$ cat src/rtl/alu_mc_param.sv
// alu_mc_param: parametrised 16-op ALU with double-width MUL and an iterative restoring divider.
// Latency: 1 cycle for every op except DIV with B!=0, which takes WIDTH+1 cycles.
// Backpressure: IN_READY is low while dividing and offers are dropped then; no output back-pressure.
module alu_mc_param #(
   parameter int WIDTH = 16,
   parameter int SHW   = $clog2(WIDTH)
) (
   input  logic             CLK,
   input  logic             RST,
   input  logic [WIDTH-1:0] A,
   input  logic [WIDTH-1:0] B,
   input  logic [3:0]       ALU_FUN,
   input  logic             IN_VALID,
   output logic             IN_READY,
   output logic [WIDTH-1:0] ALU_OUT,
   output logic [WIDTH-1:0] ALU_OUT_HI,
   output logic             OUT_VALID,
   output logic             Arith_flag,
   output logic             Logic_flag,
   output logic             CMP_flag,
   output logic             Shift_flag,
   output logic             Carry_flag,
   output logic             Zero_flag,
   output logic             DivZero_flag
);
   localparam int CW = $clog2(WIDTH);

   typedef enum logic {S_IDLE = 1'b0, S_DIV = 1'b1} state_t;

   state_t             state, state_nxt;
   logic               accept, div_start, div_last;
   logic [CW-1:0]      cnt;
   logic [WIDTH-1:0]   quo, dvs, rem;
   logic [WIDTH:0]     rem_sh;
   logic               div_ge;
   logic [WIDTH-1:0]   rem_nx, quo_nx;
   logic [WIDTH:0]     add_full;
   logic [2*WIDTH-1:0] mul_full;
   logic [WIDTH-1:0]   res_lo, res_hi;
   logic               f_arith, f_logic, f_cmp, f_shift, f_carry, f_dz;

   assign accept    = IN_VALID & IN_READY;
   // Division by zero completes in one cycle, so only a non-zero divisor enters the DIV state.
   assign div_start = accept && (ALU_FUN == 4'h3) && (B != '0);
   assign div_last  = (state == S_DIV) && (cnt == CW'(WIDTH - 1));

   // State register.
   always_ff @(posedge CLK) begin
      if (RST) state <= S_IDLE;
      else     state <= state_nxt;
   end

   // Next-state and handshake: ready whenever idle, including the cycle a division result appears.
   always_comb begin
      state_nxt = state;
      IN_READY  = 1'b0;
      case (state)
         S_IDLE: begin
            IN_READY = 1'b1;
            if (div_start) state_nxt = S_DIV;
         end
         S_DIV: begin
            if (div_last) state_nxt = S_IDLE;
         end
         default: state_nxt = S_IDLE;
      endcase
   end

   // Single-cycle function map, evaluated on the live operands.
   always_comb begin
      add_full = {1'b0, A} + {1'b0, B};
      mul_full = {{WIDTH{1'b0}}, A} * {{WIDTH{1'b0}}, B};
      res_lo   = '0;
      res_hi   = '0;
      f_arith  = 1'b0;
      f_logic  = 1'b0;
      f_cmp    = 1'b0;
      f_shift  = 1'b0;
      f_carry  = 1'b0;
      f_dz     = 1'b0;
      case (ALU_FUN)
         4'h0: begin res_lo = add_full[WIDTH-1:0]; f_carry = add_full[WIDTH]; f_arith = 1'b1; end
         4'h1: begin res_lo = A - B; f_carry = (A < B); f_arith = 1'b1; end
         4'h2: begin {res_hi, res_lo} = mul_full; f_arith = 1'b1; end
         4'h3: begin
            f_arith = 1'b1;
            if (B == '0) begin
               res_lo = '1;
               res_hi = A;
               f_dz   = 1'b1;
            end
         end
         4'h4: begin res_lo = A & B;    f_logic = 1'b1; end
         4'h5: begin res_lo = A | B;    f_logic = 1'b1; end
         4'h6: begin res_lo = ~(A & B); f_logic = 1'b1; end
         4'h7: begin res_lo = ~(A | B); f_logic = 1'b1; end
         4'h8: begin res_lo = A ^ B;    f_logic = 1'b1; end
         4'h9: begin res_lo = ~(A ^ B); f_logic = 1'b1; end
         4'hA: begin res_lo = (A == B) ? WIDTH'(1) : '0; f_cmp = 1'b1; end
         4'hB: begin res_lo = (A > B)  ? WIDTH'(2) : '0; f_cmp = 1'b1; end
         4'hC: begin res_lo = (A < B)  ? WIDTH'(3) : '0; f_cmp = 1'b1; end
         4'hD: begin res_lo = A >> B[SHW-1:0]; f_shift = 1'b1; end
         4'hE: begin res_lo = A << B[SHW-1:0]; f_shift = 1'b1; end
         default: ;
      endcase
   end

   // One restoring-division step: shift in the next dividend bit, subtract the divisor if it fits.
   always_comb begin
      rem_sh = {rem, quo[WIDTH-1]};
      div_ge = (rem_sh >= {1'b0, dvs});
      rem_nx = WIDTH'(div_ge ? (rem_sh - {1'b0, dvs}) : rem_sh);
      quo_nx = {quo[WIDTH-2:0], div_ge};
   end

   // Result registers and divider state; results and flags hold between OUT_VALID strobes.
   always_ff @(posedge CLK) begin
      if (RST) begin
         OUT_VALID    <= 1'b0;
         ALU_OUT      <= '0;
         ALU_OUT_HI   <= '0;
         Arith_flag   <= 1'b0;
         Logic_flag   <= 1'b0;
         CMP_flag     <= 1'b0;
         Shift_flag   <= 1'b0;
         Carry_flag   <= 1'b0;
         Zero_flag    <= 1'b0;
         DivZero_flag <= 1'b0;
         quo          <= '0;
         dvs          <= '0;
         rem          <= '0;
         cnt          <= '0;
      end else begin
         OUT_VALID <= 1'b0;
         if (accept && !div_start) begin
            OUT_VALID    <= 1'b1;
            ALU_OUT      <= res_lo;
            ALU_OUT_HI   <= res_hi;
            Arith_flag   <= f_arith;
            Logic_flag   <= f_logic;
            CMP_flag     <= f_cmp;
            Shift_flag   <= f_shift;
            Carry_flag   <= f_carry;
            Zero_flag    <= (res_lo == '0);
            DivZero_flag <= f_dz;
         end
         if (div_start) begin
            quo <= A;
            dvs <= B;
            rem <= '0;
            cnt <= '0;
         end
         if (state == S_DIV) begin
            quo <= quo_nx;
            rem <= rem_nx;
            cnt <= cnt + 1'b1;
            if (div_last) begin
               OUT_VALID    <= 1'b1;
               ALU_OUT      <= quo_nx;
               ALU_OUT_HI   <= rem_nx;
               Arith_flag   <= 1'b1;
               Logic_flag   <= 1'b0;
               CMP_flag     <= 1'b0;
               Shift_flag   <= 1'b0;
               Carry_flag   <= 1'b0;
               Zero_flag    <= (quo_nx == '0);
               DivZero_flag <= 1'b0;
            end
         end
      end
   end
endmodule

$ cat config.mk
export PLATFORM = sky130hd
export DESIGN_NAME = alu_mc_param
export DESIGN_NICKNAME = d
export VERILOG_FILES = /design/src/rtl/alu_mc_param.sv
export SDC_FILE = /design/constraint.sdc
export NUM_CORES = 1
export LEC_CHECK = 0
export ABC_AREA = 1
export CORE_UTILIZATION = 64
export CTS_CLUSTER_DIAMETER = 40
export CTS_CLUSTER_SIZE = 8
export DETAILED_ROUTE_END_ITERATION = 8
export HOLD_SLACK_MARGIN = 0.15
export PLACE_DENSITY = 0.84
export SETUP_SLACK_MARGIN = 0.02
export SLEW_MARGIN = 30
export SYNTH_ARGS = -nofsm -noshare
export SYNTH_HDL_FRONTEND = slang
export SYNTH_SLANG_ARGS = --single-unit
export TNS_END_PERCENT = 50
$ cat constraint.sdc
create_clock -name CLK -period 9 [get_ports CLK]
set_input_delay 1.8 -clock CLK [delete_from_list [all_inputs] [get_ports CLK]]
set_output_delay 1.8 -clock CLK [all_outputs]
set_load 0.1 [all_outputs]
Word level (Yosys, flattened, before mapping)

Index checks and enable logic that the tools add are counted.

Register bits: 93
Input bits: 39
Output and inout bits: 41
Logic and storage cells: 119

Add/subtract/negate cells: 4
$mul: 1
$lt $le $gt $ge: 3
Eq/ne operators: 16
Shift operators: 2
Muxes and demuxes: 55
Bitwise logic cells: 8
Reduce and logical (&&, ||, !) cells: 15

Operators by type and width:

| kind                                          | count |
|---|---|
| case mux 16 bit (15 select lines)             | 1 |
| 2-to-1 mux 16 bit                             | 13 |
| zero test 16 bit                              | 3 |
| NOT 16 bit                                    | 3 |
| 2-to-1 mux 1 bit                              | 34 |
| == test 4 bit, second input constant          | 8 |
| multiplier 16 x 16 -> 32 bit                  | 1 |
| case mux 16 bit (2 select lines)              | 1 |
| subtractor 16 bit                             | 2 |
| adder 16 x 16 -> 17 bit                       | 1 |
| >= comparator 17 x 16 -> 1 bit                | 1 |
| bitwise AND 16 bit                            | 1 |
| == test 16 bit                                | 1 |
| == test 4 x 3 -> 1 bit, second input constant | 4 |
| greater-than comparator 16 bit                | 1 |
| < comparator 16 bit                           | 1 |
| bitwise OR 16 bit                             | 1 |
| nonzero test 16 bit                           | 1 |
| left shift 16 x 4 -> 16 bit                   | 1 |
| >> shifter 16 x 4 -> 16 bit                   | 1 |
| XOR 16 bit                                    | 1 |
| == test 4 x 2 -> 1 bit, second input constant | 2 |
| 2-to-1 mux 4 bit                              | 2 |
| OR reduction 6 bit                            | 1 |
| other kinds (13)                              | 18 |

Logic depth before layout (Yosys ltp)

Gate-level depths: netlist of the first run.

Depth after elaboration: 9
Depth in mapped cells: 34
Mapped depth without buffers: 32

Least setup slack after synthesis of the first run

Ideal clock, no wire load.

Path type: input-to-reg
From: input B[1]
To: register ALU_OUT_HI[14]
Setup time: 70 ps
Arrival: 7,185 ps
Data required time: 8,930 ps
Slack: 1,745 ps
Stages: 26
Buffers on the path: 3
Cells stage by stage: buf_2 > buf_2 > buf_1 > nand2_1 > fa_1 > fa_1 > inv_1 > fa_1 > fa_1 > fa_1 > inv_1 > fa_1 > inv_1 > ha_1 > nand2_1 > nor2_1 > nand3_1 > nand3_1 > nand2_1 > o21ai_0 > a21oi_1 > nand2_1 > nand2_1 > o21ai_0 > nand2_1 > a21oi_1

Longest elaborated chain between the ends: 7
Elaborated cells on any way between the ends: 11
Those cells by class: 1 x mul; 5 x mux; 5 x reduce/logical

RTL lines:

| what                                                                                 | RTL line | source |
|---|---|---|
| start, declared                                                                      | 11       | `input logic [WIDTH-1:0] B,` |
| parallel branches: the longest is 4 deep, another holds multiplier 16 x 16 -> 32 bit | --       |  |
| 2-to-1 mux 16 bit *                                                                  | 135      | `if (accept && !div_start) begin` |
| 2-to-1 mux 16 bit                                                                    | 157      | `if (div_last) begin` |
| 2-to-1 mux 16 bit *                                                                  | 153      | `if (state == S_DIV) begin` |
| end signal, assigned                                                                 | 138      | `ALU_OUT_HI <= res_hi;` |
| end signal, assigned                                                                 | 160      | `ALU_OUT_HI <= rem_nx;` |
| end, declared                                                                        | 16       | `output logic [WIDTH-1:0] ALU_OUT_HI,` |

Mark *: on every way between the ends.
A chain may end at the register's enable or synchronous reset.

Worst setup path in the final report of the first run

From: input B[4]
To: register ALU_OUT_HI[4]

Same word-level chain as after synthesis.

==> flow_summary.yaml, run 1 <==
worst_hold_path:
  whs_endpoint: "dvs[15]"
  min_from: "dvs[15]"
  whs_path_depth: 2
  hp-class: "reg2reg"
clock_tree:
  clk_latency_ps: 360
  tritoncts: "built"
  root_buffer: "clkbuf_16"
  clk_pin_slew_ps: 70
  cts_hold_buffers: 0
  numClockSinks: 93
  cts.repair.resized: 0
  postCtsSetupRepairBufs: 0
  h-tree-depth: 3
  cts_buffer_depth: 2
  cts_buffers: 9
critical_path:
  r2r-start: "state"
  required_ps: 9260
  start_kind: "input port"
  r2r_cells: 10
  arrival_ps: 8870
  critical_path_class: "in2reg"
  cp_max_fo: 12
  end_kind: "register"
  rr_endpoint: "quo[0]"
  regToRegSetupSlack_ps: 5420
timing:
  finalCritPeriodShare_pct: 95.6
  slew_viol_final: 0
  fmax_mhz: 116
  rsz0062_at_grt: "false"
  slew_headroom_pct: 32.1
  finClkSkew_ps: 14.8
  post-route-min-period_ps: 8610
  setup_tns_ps: 0
  tightestPinTransition_ps: 1010
  setup_violations: 0
  finalHoldViolations: 0
floorplanning:
  rows: 62
  start_util_pct: 65.0
  core-area_um2: 28600
  num_io_pins: 80
  die-area_um2: 29800
  die_y_um: 172
  die_x_um: 172
grt:
  grt_max_degree: 57
  grt_pass1_vias: 20400
  grt_pass1_wl_mm: 114
  antenna_found_initial: 4
  grt_usage_pct: 52.4
  grt_overflow: 0
logic_synthesis:
  netlist.area_leader.share_pct: 21.1
  synth_area_um2: 18600
  syn_inst: 2950
  async_flop_share_pct: 0
  ys_types: 47
  synth.most_common_cell: "nand2_1"
  ys_dominant_reg_cell: "dfxtp_1"
  synth.avg_cell_area_um2: 6.31
  syn_nets: 3357
  synth-edff-count: 0
  seq_area_frac_synth_pct: 10.0
  synthTopCellsByArea: "fa_1, nand2_1, inv_1"
  synth-seq-cells: 93
  synth_common_cells: "nand2_1, inv_1, nand3_1"
  synth_warnings: 0
  synth_area_leader_cell: "fa_1"
cells_and_area:
  nNetsFinal: 3373
  num-fill-cells: 2372
  multi_input_area_um2: 13900
  layout.cells.non_filler: 3360
  register_area_um2: 1860
  syn_to_final_growth_pct: 7.82
  drive_gt1_share_pct: 4.01
drt:
  wirelength_mm: 75.5
  ant_nets: 0
  vias: 20600
  drtIter0Drc: 2798
  avgRoutedWirePerCell_um: 22.5
  drtPass1Iterations: 7
  viasPerCell: 6.14
  post-route-drc-count: 0
power_and_ir_drop:
  peakVddDrop_uv: 423
  power_density_nw_per_um2: 288
  power.leakage_nw: 11.3
  p_total_w: 0.00579
placed_design:
  gp_congestion: 1.10
  place_hpwl_mm: 59.3
  port_buffers: 79
  place_inst: 3339
status:
  status: "completed"
flow_run:
  maxCapViolations: 0
-- placed cells by master (no fill, tap or decap), types with 4 or more instances in the layout --
cell	n
ha_1	172
nor2_2	7
o21ai_1	8
nand3b_1	9
diode_2	5
o22ai_1	8
o21bai_1	10
o21ai_0	107
nand4_1	35
o211ai_1	8
inv_2	12
clkdlybuf4s50_1	75
a22oi_1	9
nand2_1	829
inv_1	608
buf_4	55
a21o_1	6
a31oi_1	10
xor2_1	4
buf_2	4
xnor2_1	9
nor3_1	17
a21oi_1	156
dfxtp_1	93
nand3_1	246
and2_1	7
nand2_2	6
or2_2	14
nor2_1	199
o221ai_1	11
clkbuf_16	9
fa_1	196
-- metrics by stage --
step | hold slack (ps) | utilization [%] | cell area, um^2 | setup slack, ps
2_1_floorplan | 435 | - | 18600 | 1740
5_1_grt | 484 | 70.1 | 20100 | 286
3_5_place_dp | 454 | 68.9 | 19700 | 385
3_3_place_gp | 448 | 68.9 | 19700 | 567
6_report | 467 | 70.1 | 20100 | 394
4_1_cts | 466 | 70.1 | 20100 | 659
-- cell families after synthesis --
kind of cell / synth area share [%]
XOR/XNOR: 0.612
flip-flops: 10.0
adder cells (fa/ha/maj): 32.7
AND/OR/NAND/NOR: 30.8
buffers and inverters: 15.5
AO/OA/AOI/OAI: 10.4
-- flip-flops by register name, indices dropped and copies added, names as in the netlist --
name,cells
Logic_flag,1
dvs,16
DivZero_flag,1
Carry_flag,1
Zero_flag,1
Shift_flag,1
ALU_OUT_HI,16
ALU_OUT,16
Arith_flag,1
quo,16
OUT_VALID,1
CMP_flag,1
state,1
rem,16
cnt,4
-- report_power, final --
group	internal (W)	switching, W	total (W)
clock network	0.000234	0.000185	0.000419
logic	0.00162	0.00329	0.00491
registers	0.000436	0.0000197	0.000456
-- critical path: stages --
cell,delay (ps)
clkdlybuf4s50_1,1120
buf_4,410
nand2_1,90
inv_1,80
fa_1,180
inv_1,70
fa_1,440
fa_1,550
fa_1,570
inv_1,60
fa_1,480
inv_1,50
fa_1,470
inv_1,50
ha_1,380
nand2_1,120
nor2_1,270
nand3_1,150
nand3_1,200
nand2_1,120
o21ai_0,320
a21oi_1,100
o21ai_0,200
o21ai_0,220
nand2_1,120
nand3_1,110
nand2_1,90
inv_1,50
-- how the worst max path moves through the flow --
stage,start,end,cells past startpoint
floorplan,B[1],ALU_OUT_HI[14],26
detailed placement,B[6],ALU_OUT_HI[4],28
global placement,A[8],ALU_OUT_HI[4],30
CTS,B[6],ALU_OUT_HI[4],28
global route,B[4],ALU_OUT_HI[4],28
finish,B[4],ALU_OUT_HI[4],28
-- metal layers --
metal	vias to the layer above	global-route usage [%]	wire length [um]
li1	9118	-	-
met1	9446	61.4	26100
met2	1592	78.9	31700
met3	456	19.1	11000
met4	2	37.7	6630
met5	-	2.78	71
-- cell type report --
type,count,share of cell area (%)
Multi-Input combinational cell,2106,69.1
Inverter,622,11.6
Sequential cell,93,9.28
Timing Repair Buffer,134,5.90
Tap cell,384,2.40
Clock buffer,11,1.26
Clock inverter,5,0.324
Antenna cell,5,0.0624
Power figures use the tool's default switching activity.
==> inputs of run 2 (changes only) <==
--- a/config.mk
+++ b/config.mk
@@ -5,7 +5,6 @@
 export SDC_FILE = /design/constraint.sdc
 export NUM_CORES = 1
 export LEC_CHECK = 0
-export ABC_AREA = 1
 export CORE_UTILIZATION = 64
 export CTS_CLUSTER_DIAMETER = 40
 export CTS_CLUSTER_SIZE = 8
==> run 2 against run 1 <==
Maximum frequency rose by 0.22%. Non-clock buffer count rose by 23. Register-to-register slack improved by 20 ps. Design area is 5.9% lower. Final cell count is 22% lower. Combinational power rose by 3%. Via count down 14%. First-iteration DRC count shrank 14%. Largest cell class unchanged. Hold slack worse by 5.5 ps. Critical path depth fell by 5. Critical endpoint is now ALU_OUT_HI[2].
==> flow_summary.yaml, run 2 <==
status:
  status: "completed"
logic_synthesis:
  synth_top_family_by_area: "adder cells"
  syn_nets: 2665
  seq_area_frac_synth_pct: 10.7
  synth-xor-area-share_pct: 3.03
  async_flop_share_pct: 0
  synthAdderAreaFrac_pct: 35.0
  ys_dominant_reg_cell: "dfxtp_1"
  synthSimpleGateAreaFrac_pct: 18.2
  synth_compound_area_share_pct: 18.9
  ys_types: 89
  synth_area_leader_cell: "fa_1"
  synth-edff-count: 0
  synth_common_cells: "inv_1, nor2_1, nand2_1"
  netlist.area_leader.share_pct: 22.6
  syn_inst: 2258
  synthTopCellsByArea: "fa_1, ha_1, dfxtp_1"
  synth_mux_area_share_pct: 3.78
  synth.avg_cell_area_um2: 7.68
  synth_warnings: 0
  synth.most_common_cell: "inv_1"
  synth-seq-cells: 93
  synth_area_um2: 17300
drt:
  avgRoutedWirePerCell_um: 24.8
  wirelength_mm: 65.3
  vias: 17700
  drtIter0Drc: 2420
  post-route-drc-count: 0
  drtPass1Iterations: 6
  viasPerCell: 6.73
  ant_nets: 0
cells_and_area:
  final_common_cell: "inv_1"
  final_util_pct: 71.6
  register_area_um2: 1860
  stdcell_area_um2: 18900
  multi_input_area_um2: 13700
  drive_gt1_share_pct: 6.50
  nNetsFinal: 2694
  syn_to_final_growth_pct: 8.77
  mostFrequentLayoutCells: "inv_1, nor2_1, nand2_1"
  num-fill-cells: 2113
floorplanning:
  num_io_pins: 80
  die_x_um: 167
  die_y_um: 167
  die-area_um2: 27800
  core-area_um2: 26400
  rows: 59
  start_util_pct: 65.8
worst_hold_path:
  hp-class: "reg2reg"
  whs_path_depth: 2
  whs_endpoint: "dvs[10]"
  min_from: "dvs[10]"
critical_path:
  path_delay_family: "adder cells"
  cp_slowest_cell: "clkdlybuf4s50_1"
  rr_endpoint: "ALU_OUT_HI[14]"
  cp_max_fo: 8
  cp_cell_sequence: "clkdlybuf4s50_1 -> inv_1 -> nor2_1 -> fa_1 -> inv_1 -> fa_1 -> fa_1 -> fa_1 -> inv_1 -> fa_1 -> inv_1 -> fa_1 -> inv_1 -> ha_1 -> a21oi_1 -> o21ai_1 -> o21ai_0 -> nand2b_1 -> a21oi_1 -> o21ai_1 -> xor2_1 -> a221oi_1 -> nor2_1"
  arrival_ps: 8860
  critical_path_class: "in2reg"
  cpMostUsedCell: "fa_1"
  crit_path_start: "A[7]"
  start_kind: "input port"
  crit_cells: 23
  r2r-start: "quo[15]"
  slowest_delay_ps: 670
  crit_buf_inv: 6
  regToRegSetupSlack_ps: 5440
  r2r_cells: 14
  required_ps: 9270
  end_kind: "register"
power_and_ir_drop:
  p_comb_share_pct: 85.5
  p_total_w: 0.00592
  peakVddDrop_uv: 1050
  power.leakage_nw: 8.75
  power_switching_share_pct: 58.7
  net-switching-power_w: 0.00347
  p_int_w: 0.00245
  power_density_nw_per_um2: 314
  seq_power_share_pct: 7.6
  power_frac_clock_pct: 7.0
timing:
  fmax_mhz: 116
  slew_viol_final: 0
  tightestPinTransition_ps: 1010
  setup_ws_ps: 412
  finClkSkew_ps: 10.3
  finalCritPeriodShare_pct: 95.4
  rsz0062_at_grt: "false"
  setup_violations: 0
  slew_headroom_pct: 32.4
  finalHoldViolations: 0
  post-route-min-period_ps: 8590
  setup_tns_ps: 0
grt:
  grt_pass1_vias: 17500
  antenna_found_initial: 2
  grt_max_degree: 77
  grt_pass1_wl_mm: 101
  grt_usage_pct: 47.8
  grt_overflow: 0
placed_design:
  place_area_um2: 18600
  port_buffers: 79
  place_hpwl_mm: 50.9
  gp_congestion: 1.06
  place_ws_ps: 294
clock_tree:
  tritoncts: "built"
  cts.repair.resized: 0
  root_buffer: "clkbuf_16"
  clk_pin_slew_ps: 70
  h-tree-depth: 3
  numClockSinks: 93
  cts_buffer_depth: 2
  cts_hold_buffers: 0
  postCtsSetupRepairBufs: 0
  cts_buffers: 9
  clk_latency_ps: 340
flow_run:
  maxCapViolations: 0
[run 2: cell count changes after synthesis, moves of 31 or more]
cell and delta:
nand2_1 -557, inv_1 -305, nand3_1 -222, nor2_1 +73
clkbuf_1 +31
[run 2: metal layers]
metal / GRT usage [%] / share of wire, % / vias to the layer above
li1: - / - / 7591
met1: 59.9 / 36 / 8408
met2: 72.7 / 43 / 1374
met3: 12.0 / 13 / 328
met4: 33.2 / 8.4 / 0
met5: 0 / 0 / -
[run 2: how the worst max path moves through the flow]
stage / end / slack (ps)
CTS: Zero_flag / 620
finish: ALU_OUT_HI[2] / 410
global route: ALU_OUT_HI[8] / 200
detailed placement: Zero_flag / 290
floorplan: ALU_OUT_HI[15] / 670
global placement: Zero_flag / 380
[run 2: power groups by stage]
| stage | Sequential [W] | Combinational [W] | Clock [W] |
|---|---|---|---|
| after floorplan | 0.000590 | 0.00316 | 0 |
| after global placement | 0.000457 | 0.00469 | 0 |
| after detailed placement | 0.000458 | 0.00486 | 0 |
| after CTS | 0.000449 | 0.00491 | 0.000411 |
| after global routing | 0.000451 | 0.00543 | 0.000427 |
| final | 0.000449 | 0.00506 | 0.000412 |
[run 2: cell families (layout without fill, tap and decap cells)]
| group | Yosys count | count (layout) |
|---|---|---|
| AOI/OAI and AO/OA | 504 | 504 |
| xor gates and xnor gates | 60 | 60 |
| adders and majority gates | 368 | 368 |
| buffers and inverters | 455 | 488 |
| DFF | 93 | 93 |
| muxes | 49 | 49 |
| other | 0 | 3 |
| and+or+nand+nor | 729 | 729 |
[run 2: area by class of cell]
cell class / instances / area share, %
clock buffer: 11 / 1.23
clock inverter: 4 / 0.391
inverter: 316 / 6.29
antenna: 3 / 0.0398
tap: 335 / 2.22
sequential: 93 / 9.87
timing repair buffer: 157 / 7.17
multi-input combinational: 1710 / 72.8
[run 2: through the flow]
stage / std cells / hold slack [ps]
6_report: 2629 / 461
4_1_cts: 2625 / 459
5_1_grt: 2627 / 470
2_1_floorplan: 2258 / 436
3_3_place_gp: 2610 / 439
3_5_place_dp: 2610 / 449
[run 2: worst min-delay path, delay by kind of cell (launching register included)]
kind,cells,cell delay (ps)
compound gates,1,50
simple gates,1,50
flops,1,310
==> RTL change: new RTL, config.mk and constraints of run 1 <==
Change the parameter `WIDTH` from 16 to 8.
--- a/src/rtl/alu_mc_param.sv
+++ b/src/rtl/alu_mc_param.sv
@@ -4,3 +4,3 @@
 module alu_mc_param #(
-   parameter int WIDTH = 16,
+   parameter int WIDTH = 8,
    parameter int SHW   = $clog2(WIDTH)
Ports: changed (resized A, ALU_OUT, ALU_OUT_HI and B); port bits go from 80 to 48. The function was not compared with the original's and may differ.
==> RTL change against run 1 <==
Total power shrank 83%; sequential cell count shrank 41; critical path depth shrank 9; fmax grew 33%; core utilization grew 1.8 points; area after synthesis shrank 63%; setup slack gained 2.1 ns; count of clock-buffer cells in the layout shrank 6; design area shrank 63%; non-clock buffer count shrank 82; wire length shrank 72%; synthesized cell count shrank 63%; sequential share of layout area grew 4.7 points; highest routed layer is now met4.
==> RTL change: results (changes against run 1) <==
\begin{tabular}{lr}
\hline
Metric & Value \\
\hline
\multicolumn{2}{l}{\textbf{Outcome}} \\
\quad Result of the run & finished clean (unchanged) \\
\multicolumn{2}{l}{\textbf{Clocking}} \\
\quad Clock slew at the register clock pins of the worst setup and hold paths & 0.11 ns (was 0.07 ns) \\
\quad Count of H-tree levels built during CTS & 2 (was 3) \\
\multicolumn{2}{l}{\textbf{Place}} \\
\quad Placed wire-length estimate after detailed placement & 16300 µm (was 59300 µm) \\
\quad Dpl cells & 1251 (was 3339) \\
\quad Routability-driven placement congestion ratio & 1.04 (was 1.10) \\
\quad Worst-case setup slack after placement & 2.31 ns (was 0.385 ns) \\
\multicolumn{2}{l}{\textbf{Finish}} \\
\quad Layout fillers & 969 (was 2372) \\
\quad Multi-input combinational cell count & 809 (was 2106) \\
\quad Area added between synthesis and finish & 8.49\% (was 7.82\%) \\
\quad Clock buf count & 5 (was 11) \\
\quad Non-clock inverter count in the final layout & 202 (was 622) \\
\quad Fraction of area in clock buffers and inverters & 1.28\% (was 1.58\%) \\
\multicolumn{2}{l}{\textbf{Synthesis}} \\
\quad Proportion of synthesized chip area in sequential cells & 15.2\% (was 10.0\%) \\
\quad Leading post-synthesis cells by cell area & sky130\_fd\_sc\_hd\_\_nand2\_1 16\%, sky130\_fd\_sc\_hd\_\_dfxtp\_1 15\%, sky130\_fd\_sc\_hd\_\_ha\_1 13\% (was sky130\_fd\_sc\_hd\_\_fa\_1 21\%, sky130\_fd\_sc\_hd\_\_nand2\_1 17\%, sky130\_fd\_sc\_hd\_\_inv\_1 12\%) \\
\quad Avg Inst Size Synth & 6.22 µm² (was 6.31 µm²) \\
\multicolumn{2}{l}{\textbf{Timing}} \\
\quad Worst hold slack & 0.474 ns (was 0.467 ns) \\
\quad Least-Margin Pin Slew & 0.994 ns (was 1.01 ns) \\
\multicolumn{2}{l}{\textbf{Die}} \\
\quad Area enclosed by the die boundary & 11100 µm² (was 29800 µm²) \\
\multicolumn{2}{l}{\textbf{Power}} \\
\quad Combinational share of power & 60.1\% (was 84.9\%) \\
\quad Switching pwr & 0.000480 W (was 0.00350 W) \\
\multicolumn{2}{l}{\textbf{Critical path}} \\
\quad Worst reg-to-reg path cell count & 7 (was 10) \\
\quad Biggest cell delay along the critical path & 1.08 ns (was 1.12 ns) \\
\quad Flop-to-flop setup slack & 6.05 ns (was 5.42 ns) \\
\multicolumn{2}{l}{\textbf{Global route}} \\
\quad Global-route track usage on met3 & 6.18\% (was 19.1\%) \\
\quad Maximum number of pins on one net before global-route repair & 26 (was 57) \\
\quad GR Util All Layers & 39.1\% (was 52.4\%) \\
\quad Vias in the first global route & 7110 (was 20.4k) \\
\multicolumn{2}{l}{\textbf{Route}} \\
\quad Vias/cell & 5.79 (was 6.14) \\
\hline
\end{tabular}
## RTL change: cell types whose count changed after synthesis, sizes merged, moves of 41 or more
| cell | before | now |
|---|---|---|
| ha | 172 | 71 |
| nand3 | 248 | 81 |
| a21oi | 156 | 79 |
| nand2 | 835 | 301 |
| clkbuf | 73 | 17 |
| fa | 196 | 39 |
| inv | 620 | 201 |
| o21ai | 116 | 68 |
| dfxtp | 93 | 52 |
| nor2 | 207 | 93 |
## RTL change: per-layer routing
metal | up-vias | routed length (µm)
met5 | - | 0
met4 | 0 | 978
met3 | 90 | 1860
met2 | 387 | 9310
met1 | 3273 | 8730
li1 | 3543 | -
## RTL change: cells by family after synthesis
| group | count (synthesis) | synth area share (%) |
|---|---|---|
| compound gates | 184 | 14.7 |
| buf+inv | 243 | 13.8 |
| xor+xnor | 10 | 1.28 |
| simple gates | 505 | 30.8 |
| fa+ha+maj | 110 | 24.3 |
| flops | 52 | 15.2 |
